File: src/rtl/lsu_pkg.sv
// lsu_pkg: shared types for the load/store unit.
//   size_e  - access size encoding (raw 2'b11 decodes to SZ_WORD)
//   state_e - controller FSM states
//   req_t   - registered request payload
package lsu_pkg;

  localparam int unsigned LSU_DW = 32;
  localparam int unsigned LSU_AW = 32;

  typedef enum logic [1:0] {
    SZ_BYTE = 2'b00,
    SZ_HALF = 2'b01,
    SZ_WORD = 2'b10
  } size_e;

  typedef enum logic [1:0] {
    IDLE = 2'b00,
    ACC0 = 2'b01,
    ACC1 = 2'b10,
    RESP = 2'b11
  } state_e;

  typedef struct packed {
    logic              we;
    size_e             size;
    logic              uns;
    logic [LSU_AW-1:0] addr;
    logic [LSU_DW-1:0] wdata;
  } req_t;

  // Raw core size field to enum; the reserved code behaves as a word.
  function automatic size_e decode_size(input logic [1:0] raw);
    case (raw)
      2'b00:   return SZ_BYTE;
      2'b01:   return SZ_HALF;
      default: return SZ_WORD;
    endcase
  endfunction

endpackage

File: src/rtl/lsu_if.sv
// lsu_if: core request/response and memory port bundle of the LSU.
//   slave  - LSU side: takes req_*/mem_data_out, drives req_ready, rsp_*, mem_*
//   master - core + memory side (the opposite directions)
interface lsu_if #(
  parameter int unsigned DATA_WIDTH = 32
);
  localparam int unsigned ADDR_WIDTH = lsu_pkg::LSU_AW;
  localparam int unsigned MASK_SIZE  = DATA_WIDTH / 8;

  logic                  req_valid;
  logic                  req_ready;
  logic                  req_we;
  logic [1:0]            req_size;
  logic                  req_unsigned;
  logic [ADDR_WIDTH-1:0] req_addr;
  logic [DATA_WIDTH-1:0] req_wdata;
  logic                  rsp_valid;
  logic [DATA_WIDTH-1:0] rsp_rdata;
  logic                  rsp_err;
  logic                  mem_write_en;
  logic [MASK_SIZE-1:0]  mem_mask;
  logic [ADDR_WIDTH-1:0] mem_addr;
  logic [DATA_WIDTH-1:0] mem_data_in;
  logic [DATA_WIDTH-1:0] mem_data_out;

  modport slave (
    input  req_valid, req_we, req_size, req_unsigned, req_addr, req_wdata, mem_data_out,
    output req_ready, rsp_valid, rsp_rdata, rsp_err,
           mem_write_en, mem_mask, mem_addr, mem_data_in
  );

  modport master (
    output req_valid, req_we, req_size, req_unsigned, req_addr, req_wdata, mem_data_out,
    input  req_ready, rsp_valid, rsp_rdata, rsp_err,
           mem_write_en, mem_mask, mem_addr, mem_data_in
  );

endinterface

File: src/rtl/lsu_align.sv
// lsu_align: combinational lane logic for the LSU.
//   size_i/uns_i/off_i - access size, zero-extend flag, byte offset
//   hi_sel_i           - 0: first (low) word of the access, 1: spill word
//   wdata_i            - right-justified store data
//   rd_lo_i/rd_hi_i    - memory words at A and A+4 (rd_hi_i=0 if unused)
//   misaligned_c_o     - access crosses a word boundary
//   mask_c_o/wdata_c_o - byte enables and lane-aligned data for hi_sel_i word
//   rdata_c_o          - extracted, sign/zero-extended load data
module lsu_align
  import lsu_pkg::*;
(
  input  size_e       size_i,
  input  logic        uns_i,
  input  logic [1:0]  off_i,
  input  logic        hi_sel_i,
  input  logic [31:0] wdata_i,
  input  logic [31:0] rd_lo_i,
  input  logic [31:0] rd_hi_i,
  output logic        misaligned_c_o,
  output logic [3:0]  mask_c_o,
  output logic [31:0] wdata_c_o,
  output logic [31:0] rdata_c_o
);

  logic [7:0]  base_mask;
  logic [7:0]  mask_span;
  logic [63:0] wdata_span;
  logic [31:0] rd_shift;
  logic [4:0]  sh;

  // Work on a two-word span so bytes past lane 3 land in the spill word.
  always_comb begin
    sh = {off_i, 3'b000};
    case (size_i)
      SZ_BYTE: base_mask = 8'b0000_0001;
      SZ_HALF: base_mask = 8'b0000_0011;
      default: base_mask = 8'b0000_1111;
    endcase
    mask_span  = base_mask << off_i;
    wdata_span = 64'(wdata_i) << sh;
    mask_c_o   = hi_sel_i ? mask_span[7:4]    : mask_span[3:0];
    wdata_c_o  = hi_sel_i ? wdata_span[63:32] : wdata_span[31:0];

    misaligned_c_o = ((size_i == SZ_HALF) && (off_i == 2'd3)) ||
                     ((size_i == SZ_WORD) && (off_i != 2'd0));

    rd_shift = 32'({rd_hi_i, rd_lo_i} >> sh);
    case (size_i)
      SZ_BYTE: rdata_c_o = {{24{~uns_i & rd_shift[7]}}, rd_shift[7:0]};
      SZ_HALF: rdata_c_o = {{16{~uns_i & rd_shift[15]}}, rd_shift[15:0]};
      default: rdata_c_o = rd_shift;
    endcase
  end

endmodule

File: src/rtl/lsu_ctrl.sv
// lsu_ctrl: load/store controller between a core request port and a
// single-cycle memory.
//   clk    - clock, rising edge
//   arst_n - asynchronous active-low reset
//   bus    - lsu_if.slave: core request/response and memory port
// Build option: LSU_MISALIGNED_EN splits word-crossing accesses into two
// memory cycles; without it such requests are answered with rsp_err.
module lsu_ctrl
  import lsu_pkg::*;
#(
  parameter int unsigned DATA_WIDTH = 32
) (
  input logic  clk,
  input logic  arst_n,
  lsu_if.slave bus
);

  localparam int unsigned ADDR_WIDTH = 32;
  localparam int unsigned MASK_SIZE  = DATA_WIDTH / 8;

  state_e                state_q, state_d;
  req_t                  req_q, req_d, req_in;
  logic [DATA_WIDTH-1:0] rd_lo_q, rd_lo_d;
  logic                  ready_q, ready_d;
  logic                  rsp_valid_q, rsp_valid_d;
  logic [DATA_WIDTH-1:0] rsp_rdata_q, rsp_rdata_d;
  logic                  rsp_err_q, rsp_err_d;
  logic                  mem_we_q, mem_we_d;
  logic [MASK_SIZE-1:0]  mem_mask_q, mem_mask_d;
  logic [ADDR_WIDTH-1:0] mem_addr_q, mem_addr_d;
  logic [DATA_WIDTH-1:0] mem_wdata_q, mem_wdata_d;

  logic                  a_misaligned;
  logic [MASK_SIZE-1:0]  a_mask;
  logic [DATA_WIDTH-1:0] a_wdata;
  logic [DATA_WIDTH-1:0] a_rdata;
  logic [DATA_WIDTH-1:0] a_rd_lo;
  logic [DATA_WIDTH-1:0] a_rd_hi;

  // Lane logic sees the incoming request in IDLE so ACC0 outputs can be registered.
  always_comb begin
    if (state_q == IDLE) begin
      req_in.we    = bus.req_we;
      req_in.size  = decode_size(bus.req_size);
      req_in.uns   = bus.req_unsigned;
      req_in.addr  = bus.req_addr;
      req_in.wdata = bus.req_wdata;
    end else begin
      req_in = req_q;
    end
    a_rd_lo = (state_q == ACC1) ? rd_lo_q : bus.mem_data_out;
    a_rd_hi = (state_q == ACC1) ? bus.mem_data_out : '0;
  end

  lsu_align u_align (
    .size_i         (req_in.size),
    .uns_i          (req_in.uns),
    .off_i          (req_in.addr[1:0]),
    .hi_sel_i       (state_q == ACC0),
    .wdata_i        (req_in.wdata),
    .rd_lo_i        (a_rd_lo),
    .rd_hi_i        (a_rd_hi),
    .misaligned_c_o (a_misaligned),
    .mask_c_o       (a_mask),
    .wdata_c_o      (a_wdata),
    .rdata_c_o      (a_rdata)
  );

  // State and registered outputs.
  always_ff @(posedge clk or negedge arst_n) begin
    if (!arst_n) begin
      state_q     <= IDLE;
      req_q       <= '0;
      rd_lo_q     <= '0;
      ready_q     <= 1'b1;
      rsp_valid_q <= 1'b0;
      rsp_rdata_q <= '0;
      rsp_err_q   <= 1'b0;
      mem_we_q    <= 1'b0;
      mem_mask_q  <= '0;
      mem_addr_q  <= '0;
      mem_wdata_q <= '0;
    end else begin
      state_q     <= state_d;
      req_q       <= req_d;
      rd_lo_q     <= rd_lo_d;
      ready_q     <= ready_d;
      rsp_valid_q <= rsp_valid_d;
      rsp_rdata_q <= rsp_rdata_d;
      rsp_err_q   <= rsp_err_d;
      mem_we_q    <= mem_we_d;
      mem_mask_q  <= mem_mask_d;
      mem_addr_q  <= mem_addr_d;
      mem_wdata_q <= mem_wdata_d;
    end
  end

  // Next state plus the output values that go with it.
  always_comb begin
    state_d     = state_q;
    req_d       = req_q;
    rd_lo_d     = rd_lo_q;
    rsp_valid_d = 1'b0;
    rsp_rdata_d = '0;
    rsp_err_d   = 1'b0;
    mem_we_d    = 1'b0;
    mem_mask_d  = '0;
    mem_addr_d  = '0;
    mem_wdata_d = '0;

    unique case (state_q)
      IDLE: begin
        if (bus.req_valid) begin
          req_d       = req_in;
          state_d     = ACC0;
          mem_we_d    = req_in.we;
          mem_mask_d  = a_mask;
          mem_addr_d  = {req_in.addr[ADDR_WIDTH-1:2], 2'b00};
          mem_wdata_d = a_wdata;
`ifndef LSU_MISALIGNED_EN
          // Reject without touching memory.
          if (a_misaligned) begin
            state_d     = RESP;
            mem_we_d    = 1'b0;
            mem_mask_d  = '0;
            mem_addr_d  = '0;
            mem_wdata_d = '0;
            rsp_valid_d = 1'b1;
            rsp_err_d   = 1'b1;
          end
`endif
        end
      end
      ACC0: begin
        rd_lo_d = bus.mem_data_out;
`ifdef LSU_MISALIGNED_EN
        if (a_misaligned) begin
          // Spill into the next word; address wraps at the top of memory.
          state_d     = ACC1;
          mem_we_d    = req_q.we;
          mem_mask_d  = a_mask;
          mem_addr_d  = {req_q.addr[ADDR_WIDTH-1:2] + (ADDR_WIDTH-2)'(1), 2'b00};
          mem_wdata_d = a_wdata;
        end else
`endif
        begin
          state_d     = RESP;
          rsp_valid_d = 1'b1;
          rsp_rdata_d = req_q.we ? '0 : a_rdata;
        end
      end
      ACC1: begin
        state_d     = RESP;
        rsp_valid_d = 1'b1;
        rsp_rdata_d = req_q.we ? '0 : a_rdata;
      end
      RESP: begin
        state_d = IDLE;
      end
      default: begin
        state_d = IDLE;
      end
    endcase

    ready_d = (state_d == IDLE);
  end

  assign bus.req_ready    = ready_q;
  assign bus.rsp_valid    = rsp_valid_q;
  assign bus.rsp_rdata    = rsp_rdata_q;
  assign bus.rsp_err      = rsp_err_q;
  assign bus.mem_write_en = mem_we_q;
  assign bus.mem_mask     = mem_mask_q;
  assign bus.mem_addr     = mem_addr_q;
  assign bus.mem_data_in  = mem_wdata_q;

endmodule
File: src/flat_wrapper.sv
// flat-port wrapper written by rule: the top's interface ports become plain ports
module lsu_ctrl_flat import lsu_pkg::*;
#(
  parameter int unsigned DATA_WIDTH = 32
)
  (clk, arst_n, bus_req_valid, bus_req_we, bus_req_size, bus_req_unsigned, bus_req_addr, bus_req_wdata, bus_mem_data_out, bus_req_ready, bus_rsp_valid, bus_rsp_rdata, bus_rsp_err, bus_mem_write_en, bus_mem_mask, bus_mem_addr, bus_mem_data_in);
  lsu_if #(.DATA_WIDTH(DATA_WIDTH)) bus_i ();
  input logic clk;
  input logic arst_n;
  input wire logic [$bits(bus_i.req_valid)-1:0] bus_req_valid;
  input wire logic [$bits(bus_i.req_we)-1:0] bus_req_we;
  input wire logic [$bits(bus_i.req_size)-1:0] bus_req_size;
  input wire logic [$bits(bus_i.req_unsigned)-1:0] bus_req_unsigned;
  input wire logic [$bits(bus_i.req_addr)-1:0] bus_req_addr;
  input wire logic [$bits(bus_i.req_wdata)-1:0] bus_req_wdata;
  input wire logic [$bits(bus_i.mem_data_out)-1:0] bus_mem_data_out;
  output wire logic [$bits(bus_i.req_ready)-1:0] bus_req_ready;
  output wire logic [$bits(bus_i.rsp_valid)-1:0] bus_rsp_valid;
  output wire logic [$bits(bus_i.rsp_rdata)-1:0] bus_rsp_rdata;
  output wire logic [$bits(bus_i.rsp_err)-1:0] bus_rsp_err;
  output wire logic [$bits(bus_i.mem_write_en)-1:0] bus_mem_write_en;
  output wire logic [$bits(bus_i.mem_mask)-1:0] bus_mem_mask;
  output wire logic [$bits(bus_i.mem_addr)-1:0] bus_mem_addr;
  output wire logic [$bits(bus_i.mem_data_in)-1:0] bus_mem_data_in;
  assign bus_i.req_valid = bus_req_valid;
  assign bus_i.req_we = bus_req_we;
  assign bus_i.req_size = bus_req_size;
  assign bus_i.req_unsigned = bus_req_unsigned;
  assign bus_i.req_addr = bus_req_addr;
  assign bus_i.req_wdata = bus_req_wdata;
  assign bus_i.mem_data_out = bus_mem_data_out;
  assign bus_req_ready = bus_i.req_ready;
  assign bus_rsp_valid = bus_i.rsp_valid;
  assign bus_rsp_rdata = bus_i.rsp_rdata;
  assign bus_rsp_err = bus_i.rsp_err;
  assign bus_mem_write_en = bus_i.mem_write_en;
  assign bus_mem_mask = bus_i.mem_mask;
  assign bus_mem_addr = bus_i.mem_addr;
  assign bus_mem_data_in = bus_i.mem_data_in;
  lsu_ctrl #(.DATA_WIDTH(DATA_WIDTH)) u_core (.clk(clk), .arst_n(arst_n), .bus(bus_i));
endmodule
File: config.mk
export PLATFORM = sky130hd
export DESIGN_NAME = lsu_ctrl_flat
export DESIGN_NICKNAME = d
export VERILOG_FILES = /design/src/rtl/lsu_pkg.sv /design/src/rtl/lsu_if.sv /design/src/rtl/lsu_align.sv /design/src/rtl/lsu_ctrl.sv /design/src/flat_wrapper.sv
export SDC_FILE = /design/constraint.sdc
export NUM_CORES = 1
export LEC_CHECK = 0
export ABC_AREA = 1
export BUFFER_PORTS_ARGS = -buffer_cell sky130_fd_sc_hd__buf_2
export CAP_MARGIN = 5
export CORE_ASPECT_RATIO = 1.5
export CORE_MARGIN = 2
export CORE_UTILIZATION = 47
export CTS_CLUSTER_DIAMETER = 80
export DETAILED_ROUTE_END_ITERATION = 10
export GPL_TIMING_DRIVEN = 1
export MAX_ROUTING_LAYER = met4
export PLACE_DENSITY = 0.69
export SYNTH_ARGS = -nofsm -noshare
export SYNTH_HDL_FRONTEND = slang
export SYNTH_HIERARCHICAL = 1
export SYNTH_SLANG_ARGS = --single-unit
File: constraint.sdc
create_clock -name clk -period 5.2 [get_ports clk]
set_clock_uncertainty 0.05 [all_clocks]
set_input_delay 1.04 -clock clk [delete_from_list [all_inputs] [get_ports clk]]
set_output_delay 1.04 -clock clk [all_outputs]
set_load 0.03 [all_outputs]
# [Word level (Yosys, flattened, before mapping)]
# Cells that the tools add are included.
[totals] regBits=206 in_bits=103 output_inout_bits=104 elab_cells=67
[op_classes] shifts=3 n_reduce_logical=10 mux=29 bitwise=3 eq_ne=7
[op_table] cell="$mux 32" count=11
[op_table] cell="$mux 68" count=1
[op_table] cell="$pmux 32 s2" count=1
[op_table] cell="$shl 32x5->64" count=1
[op_table] cell="$shr 64x5->32" count=1
[op_table] cell="$mux 4" count=4
[op_table] cell="$eq 2x2->1 const B" count=4
[op_table] cell="$logic_not 2->1" count=4
[op_table] cell="$pmux 4 s2" count=1
[op_table] cell="$shl 4x2->8" count=1
[op_table] cell="$eq 2x1->1 const B" count=3
[op_table] cell="$mux 1" count=6
[op_table] cell="$pmux 2 s3" count=1
[op_table] cell="$mux 2" count=2
[op_table] cell="$pmux 2 s2" count=1
[op_table] cell="$and 1x1->1" count=2
[op_table] cell="$logic_and 1x1->1" count=2
[op_table] cell="$pmux 1 s2" count=1
[op_table] cell="$reduce_and 2->1" count=1
[op_table] cell="$reduce_bool 2->1" count=1
[op_table] cell="$reduce_or 2->1" count=1
[op_table] cell="$logic_or 1x1->1" count=1
[op_table] cell="$not 1->1" count=1

# [Longest topological paths before layout]
# Gate-level depths: netlist (run 1).
[depth] depth_word=10 depth_mapped=18 ltp_nobuf=14

# [Hierarchy]
# Netlist (run 1), hierarchy kept.
[modules_own_cells] module="lsu_ctrl" instances=1 cells_each=1087 area_each_um2=8660.8 seq_area_each_um2=5106.1
[modules_own_cells] module="lsu_align" instances=1 cells_each=484 area_each_um2=2174.6 seq_area_each_um2=0.0

# [Worst setup path before layout (run 1)]
# Ideal clock, no wire load.
[synth_path] kind="register -> register" startpoint="register u_core.state_q[0]" endpoint="register u_core.mem_wdata_q[10] (netlist: u_core/bus.mem_data_in[10])" arrival_ns=2.617 slack_ns=2.413 n_path_buf=6 required_time_ns=5.030 period_less_slack_ns=2.787 path_stages_with_launch=17 cell_sequence="dfrtp_1 inv_1 ha_1 inv_2 buf_2 buf_2 nand2_1 nand2_1 inv_2 buf_6 buf_2 o31ai_1 nor2_1 nand2_1 buf_2 buf_2 nor2_1"
[synth_lines] element="from (decl)" line_no="lsu_ctrl.sv:21" rtl="state_e state_q, state_d;"
[synth_lines] element="from (signal assigned)" line_no="lsu_ctrl.sv:84" rtl="state_q <= state_d;"
[synth_lines] element="to (signal assigned)" line_no="lsu_ctrl.sv:94" rtl="mem_wdata_q <= mem_wdata_d;"
[synth_lines] element="to (decl)" line_no="lsu_ctrl.sv:31" rtl="logic [DATA_WIDTH-1:0] mem_wdata_q, mem_wdata_d;"

==> results of run 1 <==
## through the flow
step           hold WS (ps)  worst slack (ps)  instance area (µm²)  util [%]  std cells
2_1_floorplan           399              2410                10800         -       1556
3_3_place_gp            411              1520                11800      52.4       1956
3_5_place_dp            415              1400                11800      52.4       1956
4_1_cts                 432              1350                12500      55.6       1993
5_1_grt                 445               991                12500      55.6       1996
6_report                427              1340                12500      55.6       1996
## worst reg2reg max path, cell delays in order, from the launching register on
cell and delay (ps):
dfrtp_1 420, inv_1 120, ha_2 380, inv_2 470, buf_4 470, nand2_1 100
nand2_1 90, inv_1 70, o31ai_1 370, nor2_1 110, nand2_2 520, buf_4 460
nor2_1 90
## cell type report
type	count	area (µm²)	share of cell area, %
Sequential cell	204	5110	40.8
Clock inverter	11	143	1.14
Tap cell	276	345	2.76
Inverter	181	679	5.43
Timing Repair Buffer	217	1140	9.12
Multi-Input combinational cell	1078	4510	36.0
Antenna cell	3	7.51	0.0601
Clock buffer	26	574	4.59
## sequential cells by signal, summed over array words and instances (netlist names)
signal                   flops
u_core/bus.rsp_rdata        32
u_core/bus.rsp_valid         1
u_core/bus.mem_addr         30
u_core/state_q               2
u_core/bus.mem_mask          4
u_core/rd_lo_q              32
u_core/req_q                68
u_core/bus.rsp_err           1
u_core/bus.mem_data_in      32
u_core/bus.mem_write_en      1
u_core/bus.req_ready         1
## power by group through the flow
stage | registers, mW | clock network, mW | logic [mW]
5_1_grt | 2.43 | 1.66 | 5.54
6_report | 2.38 | 1.56 | 4.91
2_1_floorplan | 2.66 | 0 | 3.48
3_3_place_gp | 2.39 | 0 | 4.82
3_5_place_dp | 2.40 | 0 | 4.88
4_1_cts | 2.38 | 1.60 | 4.90
## metal layers
metal / vias up / share of wire (%) / global-route usage, %
li1: 5025 / - / -
met1: 4488 / 38 / 28.7
met2: 304 / 52 / 43.5
met3: 66 / 5.0 / 2.51
met4: 0 / 5.2 / 13.1
met5: - / 0 / -
## how the worst min path moves through the flow
stage / endpoint / slack [ps]
4_1_cts: u_core/req_q[5]$_DFFE_PN0P_ / 430
2_1_floorplan: u_core/req_q[34]$_DFFE_PN0P_ / 400
3_3_place_gp: u_core/req_q[57]$_DFFE_PN0P_ / 410
6_report: u_core/req_q[20]$_DFFE_PN0P_ / 430
3_5_place_dp: u_core/req_q[31]$_DFFE_PN0P_ / 410
5_1_grt: u_core/req_q[17]$_DFFE_PN0P_ / 440
## layout by cell type (no fill, tap or decap), drive strengths merged
cell        n
a21oi      95
a31oi       1
and2        1
buf       216
bufinv      3
clkbuf     27
clkinv      5
clkinvlp    2
conb        2
dfrtp     203
dfstp       1
diode       3
ha          5
inv       182
nand2     706
nand3      58
nand4       1
nor2      109
nor3        1
o211ai      8
o21ai      72
o22ai      17
o31ai       1
or2         1
==> reports/metrics.cfg, run 1 <==
[power]
p_sw_mw=4.37
vdd_drop_max_mv=0.322
p_sw_share_pct=49.4
p_comb_share_pct=55.5
p_total_mw=8.85
powerDensity_nw_per_um2=708
p_leak_nw=7.33
internal_power_mw=4.48
seq_power_share_pct=26.9
clockPowerShare_pct=17.7

[die]
rows=67
fp.dieH_um=189
dieArea_um2=24200
num_io_pins=207
fp.dieW_um=128
start_util_pct=48.0
core_area_um2=22500

[sta]
slew_violations=0
setup_viol=0
period_needed_ps=3860
slew_headroom_pct=19.5
fin_setup_tns_ps=0
finalHoldViolCount=0
period_share_pct=74.3
fmax_mhz=259
rsz0062_at_grt=false
tightest_slew_ps=1210

[cells_and_area]
fin_nets=1811
area_delta_synth_final_pct=16.0
fill_cells=2215
drive_gt1_share_pct=15.8

[routing]
drt_wl_total_um=29700
wire_per_inst_um=14.9
ant_nets=0
drc=0
drt_iter0_drc=641
via_per_inst=4.95
vias=9883
drt_first_pass_iters=6

[status]
run_status=complete, no violations

[synth]
synth_warnings=6
avgSynthCellArea_um2=6.93
synth_area_um2=10800
synthCells=1555

[grt]
antenna_found_initial=3
grt_pass1_vias=9321
grt_start_max_net_pins=118
gr-usage-all-layers_pct=25.1
grt_pass1_wl_um=47200
grt_overflow_total=0

[clock_tree]
clock_sinks=204
ctsResizeCount=0
numCtsBuffers=21
post_cts_buffers=0
clock_latency_ps=510
hold_buffers=0
cts_tree=built
cts_htree_levels=1
root_buffer=clkbuf_16
clk_pin_slew_worst_paths_ps=70
clock_path_buffers=3

[critical_path]
worstPathCellList=inv_1 > ha_2 > inv_2 > buf_4 > nand2_1 > nand2_1 > inv_1 > o31ai_1 > nor2_1 > nand2_2 > buf_4 > nor2_1
end_kind=flip-flop
cp_slowest_stage_delay_ps=520
path_depth=12
r2r_setup_slack_ps=1340
cp-start-kind=flip-flop
r2r-end=u_core/bus.mem_data_in[24]$_DFF_PN0_
rr_startpoint=u_core/state_q[0]$_DFF_PN0_
crit_buf_inv=5
path_delay_family=buffers and inverters
required_ps=5510
cp_max_fo=37
worstPathArrival_ps=4180
crit_type=reg -> reg
cp-endpoint=u_core/bus.mem_data_in[24]$_DFF_PN0_
reg2regPathDepth=12
crit_start=u_core/state_q[0]$_DFF_PN0_
slowest_stage=nand2_2

[min_path]
min_from=u_core/req_q[20]$_DFFE_PN0P_
hold_depth=2
holdCritPathClass=reg -> reg

[run]
cap_violations=0

[place]
io_buffer_count=204
dp_hpwl_um=21100
place_congestion=0.892

Note: power is estimated with default switching activity, not from simulation.
==> run 2, diff against run 1 <==
==> constraint.sdc (replaced) <==
create_clock -name clk -period 3.63 [get_ports clk]
set_clock_uncertainty 0.05 [all_clocks]
set_input_delay 0.726 -clock clk [delete_from_list [all_inputs] [get_ports clk]]
set_output_delay 0.726 -clock clk [all_outputs]
set_load 0.03 [all_outputs]
==> reports/metrics.cfg, run 2 (synthesis gave the netlist of run 1 again) <==
[clock_tree]
root_buffer=clkbuf_16
clock_path_buffers=3
hold_buffers=0
ctsResizeCount=0
cts_htree_levels=1
cts_tree=built
post_cts_buffers=0
clock_latency_ps=500
clk_pin_slew_worst_paths_ps=60
numCtsBuffers=21
clock_sinks=204

[cells_and_area]
largest_register=u_core/req_q
largest_reg_flops=68
layout_commonest_cell=nand2_1
finalInstanceArea_um2=12600
fin_nets=1818
area_delta_synth_final_pct=17.1
layout_common_cells=nand2_1, buf_2, dfrtp_1
drive_gt1_share_pct=16.1

[routing]
ant_nets=0
wire_per_inst_um=15.2
drt_iter0_drc=626
drt_wl_total_um=30400
drt_first_pass_iters=6
drc=0
vias=9935
via_per_inst=4.96

[power]
vdd_drop_max_mv=0.640
powerDensity_nw_per_um2=1010
p_leak_nw=7.40
p_total_mw=12.8

[place]
place_congestion=0.890
place_ws_ps=460
dp_hpwl_um=21400
io_buffer_count=204
placedInstanceArea_um2=11900

[critical_path]
cp_max_fo=57
required_ps=4010
end_kind=flip-flop
worstPathArrival_ps=3540
rr_startpoint=u_core/state_q[0]$_DFF_PN0_
crit_start=u_core/state_q[0]$_DFF_PN0_
cp-start-kind=flip-flop
crit_type=reg -> reg

[die]
num_io_pins=207
fp.dieW_um=128
core_area_um2=22500
dieArea_um2=24200
fp.dieH_um=189
rows=67
start_util_pct=48.0

[grt]
grt_pass1_vias=9224
gr-usage-all-layers_pct=25.7
antenna_found_initial=2
grt_overflow_total=0
groute.layer.met1.usage_pct=29.2
top_usage_layer=met2
grt.met3_usage_pct=2.60
grt_pass1_wl_um=47700
met2_usage_pct=45.9
grt_start_max_net_pins=106

[sta]
period_share_pct=87.0
fmax_mhz=317
setup_viol=0
rsz0062_at_grt=false
slew_headroom_pct=46.7
slew_violations=0
tightest_slew_ps=800
finalHoldViolCount=0
period_needed_ps=3160
fin_setup_tns_ps=0
setup_ws_ps=471

[min_path]
holdCritPathClass=in -> async

[status]
run_status=complete, no violations

[run]
cap_violations=0

==> run 2: worst max-delay path: stages, from the launching register on <==
cell and delay [ps]:
dfrtp_1 420, inv_1 140, ha_2 540, inv_2 100, nand2_1 90, nand2_2 70
inv_2 100, buf_4 500, nand2_1 110, nand3_1 120, nand3_2 410, nand3_1 240
inv_1 60, nor2_1 100
==> run 2: layer usage <==
layer / part of all wire, % / routed length (µm)
met5: 0 / 0
met2: 53 / 16100
met1: 38 / 11700
met4: 4.2 / 1270
met3: 4.4 / 1350
==> run 2: worst paths after layout <==
check,end,slack (ps),depth (start not counted)
max,u_core/bus.rsp_rdata[24]$_DFF_PN0_,470,13
min,u_core/bus.mem_addr[15]$_DFF_PN0_,220,1
max reg2reg,u_core/bus.rsp_rdata[24]$_DFF_PN0_,470,13
min reg2reg,u_core/req_q[27]$_DFFE_PN0P_,430,2
max in group asynchronous,u_core/rd_lo_q[19]$_DFFE_PN0N_,2480,2
min in group clk,u_core/rd_lo_q[26]$_DFFE_PN0N_,400,3
==> run 2: power breakdown <==
part	internal, mW	total [mW]	switching, mW	leakage, nW
Sequential	3.08	3.39	0.314	2.69
Clock	1.42	2.32	0.895	0.368
Combinational	2.06	7.10	5.04	4.34
==> run 2: layout make-up <==
type,count,area (µm²)
Clock buffer,31,633
Antenna cell,2,5.00
Multi-Input combinational cell,1078,4510
Clock inverter,7,116
Fill cell,2246,9850
Inverter,181,679
Timing Repair Buffer,224,1230
Sequential cell,204,5110
Tap cell,276,345
==> run 2: through the flow <==
stage	utilization [%]	std cells	hold slack [ps]
floorplan	-	1556	380
global placement	52.8	1963	411
detailed placement	52.8	1963	415
CTS	56.2	2001	252
global route	56.2	2003	278
finish	56.2	2003	220
==> run 3, diff against run 2 <==
--- a/config.mk
+++ b/config.mk
@@ -15,8 +15,8 @@
 export DETAILED_ROUTE_END_ITERATION = 10
 export GPL_TIMING_DRIVEN = 1
 export MAX_ROUTING_LAYER = met4
-export PLACE_DENSITY = 0.69
+export PLACE_DENSITY_LB_ADDON = 0.12
+export SLEW_MARGIN = 20
 export SYNTH_ARGS = -nofsm -noshare
 export SYNTH_HDL_FRONTEND = slang
-export SYNTH_HIERARCHICAL = 1
 export SYNTH_SLANG_ARGS = --single-unit
==> reports/metrics.cfg, run 3 <==
[synth]
yosysSeqAreaShare_pct=49.0
ys.flop_type=dfrtp_1
synth_top_family_by_area=simple AND/OR/NAND/NOR gates
synth_most_common_cell=nand2_1
async_reset_ff_share_pct=100
synth_top_area_share_pct=48.7
synth_cell_type_count=37
synth-compound-area-share_pct=15.5
synthCells=1159
synth_common_cells=nand2_1, dfrtp_1, o21ai_0
ys_ff_latch=174
avgSynthCellArea_um2=7.66
muxShareOfSynthArea_pct=0
synthAdderAreaFrac_pct=0.845
synth.area.top_cells=dfrtp_1, nand2_1, o21ai_0
synthSimpleGateAreaFrac_pct=24.6
synth_xor_area_share_pct=0
synth_warnings=0
synth_area_um2=8880
synth_area_leader_cell=dfrtp_1
synth_edf_count=0

[cells_and_area]
largest_register=u_core.req_q
fill_cells=1818
diodes=0
fin_nets=1435
layout_commonest_cell=nand2_1
multiInputGateArea_um2=3650
regArea_um2=4360
finalInstanceArea_um2=10600
largest_reg_flops=38
area_delta_synth_final_pct=19.1
layout_common_cells=nand2_1, buf_2, dfrtp_1
drive_gt1_share_pct=21.4

[clock_tree]
clock_sinks=174
post_cts_buffers=0
cts_htree_levels=4
cts_tree=built
ctsResizeCount=0
root_buffer=clkbuf_16
clock_latency_ps=440
hold_buffers=0
clock_path_buffers=2
clk_pin_slew_worst_paths_ps=70
numCtsBuffers=17

[die]
start_util_pct=47.9
core_area_um2=18500
num_io_pins=207
dieArea_um2=20000
fp.dieW_um=116
fp.dieH_um=172
rows=61

[critical_path]
slowest_stage=nand2_2
crit_type=reg -> reg
cp_max_fo=40
cp-start-kind=flip-flop
required_ps=3870
worstPathCellList=inv_1 > ha_1 > inv_4 > nand2_1 > nand2_2 > nand2_1 > nand3_1 > o21ai_2 > inv_4 > nand2_2 > nor2_1
r2r_setup_slack_ps=580
worstPathArrival_ps=3290
end_kind=flip-flop
cp_slowest_stage_delay_ps=620

[routing]
wire_per_inst_um=16.7
via_per_inst=5.10
drt_iter0_drc=538
drt_wl_total_um=26500
drc=0
vias=8119
ant_nets=0
drt_first_pass_iters=5

[power]
powerDensity_nw_per_um2=1040
p_total_mw=11.0
p_leak_nw=5.84
vdd_drop_max_mv=0.820

[place]
io_buffer_count=204
place_ws_ps=584
dp_hpwl_um=19400
placedInstanceArea_um2=9970
place_congestion=0.973

[sta]
slew_headroom_pct=43.9
period_needed_ps=3050
tightest_slew_ps=839
finalHoldViolCount=0
rsz0062_at_grt=false
setup_viol=0
fmax_mhz=328
slew_violations=0
period_share_pct=84.0
setup_ws_ps=579
fin_setup_tns_ps=0

[grt]
antenna_found_initial=0
grt_start_max_net_pins=67
gr-usage-all-layers_pct=28.1
grt_pass1_wl_um=40700
grt_pass1_vias=7666
grt_overflow_total=0

[run]
cap_violations=0

[status]
run_status=complete, no violations

[min_path]
holdCritPathClass=in -> async

[run 3: area by class of cell]
class / instances / share of cell area (%)
tap: 252 / 2.98
sequential: 174 / 41.2
inverter: 130 / 4.66
multi-input combinational: 785 / 34.5
clock inverter: 13 / 1.56
clock buffer: 19 / 4.19
timing repair buffer: 218 / 10.9
[run 3: cells by family after synthesis]
logic type / count (synthesis)
and+or+nand+nor: 526
DFF: 174
other: 1
AOI/OAI and AO/OA: 251
buffers and inverters: 201
adders and majority gates: 6
[run 3: path summary, 6_finish.rpt]
check | cells past startpoint | start | end
worst max-delay path | 11 | u_core.state_q[0]$_DFF_PN0_ | u_core.bus.mem_write_en$_DFF_PN0_
worst min-delay path | 1 | arst_n | u_core.bus.mem_addr[29]$_DFF_PN0_
worst max register to register | 11 | u_core.state_q[0]$_DFF_PN0_ | u_core.bus.mem_write_en$_DFF_PN0_
worst min register to register | 2 | u_core.rd_lo_q[31]$_DFFE_PN0P_ | u_core.rd_lo_q[31]$_DFFE_PN0P_
max in group asynchronous | 2 | arst_n | u_core.req_q[25]$_DFFE_PN0P_
min in group clk | 2 | u_core.rd_lo_q[31]$_DFFE_PN0P_ | u_core.rd_lo_q[31]$_DFFE_PN0P_
[run 3: per-stage QoR]
step	hold slack, ps	util, %	instances
after floorplan	380	-	1160
after global placement	404	53.8	1559
after detailed placement	418	53.8	1559
after CTS	204	57.0	1591
after global routing	213	57.0	1591
final	186	57.0	1591
[run 3: report_power, final]
part | total, mW | internal (mW) | switching, mW
Clock | 1.89 | 1.10 | 0.783
Combinational | 6.30 | 1.77 | 4.53
Sequential | 2.82 | 2.59 | 0.223
[run 3: critical path: cells and delay by family (launching register included)]
kind | cells | cell delay [ps]
AND/OR/NAND/NOR | 6 | 1400
adder cells (fa/ha/maj) | 1 | 420
buffers and inverters | 3 | 410
flip-flops | 1 | 410
AO/OA/AOI/OAI | 1 | 160
[run 3: metal layers]
layer  vias to the layer above  GRT usage (%)  part of all wire, %
met1                      3781           30.6                   38
li1                       3987              -                    -
met5                         -              -                    0
met4                         0           15.8                  5.6
met3                        81           4.07                  4.2
met2                       270           48.7                   52
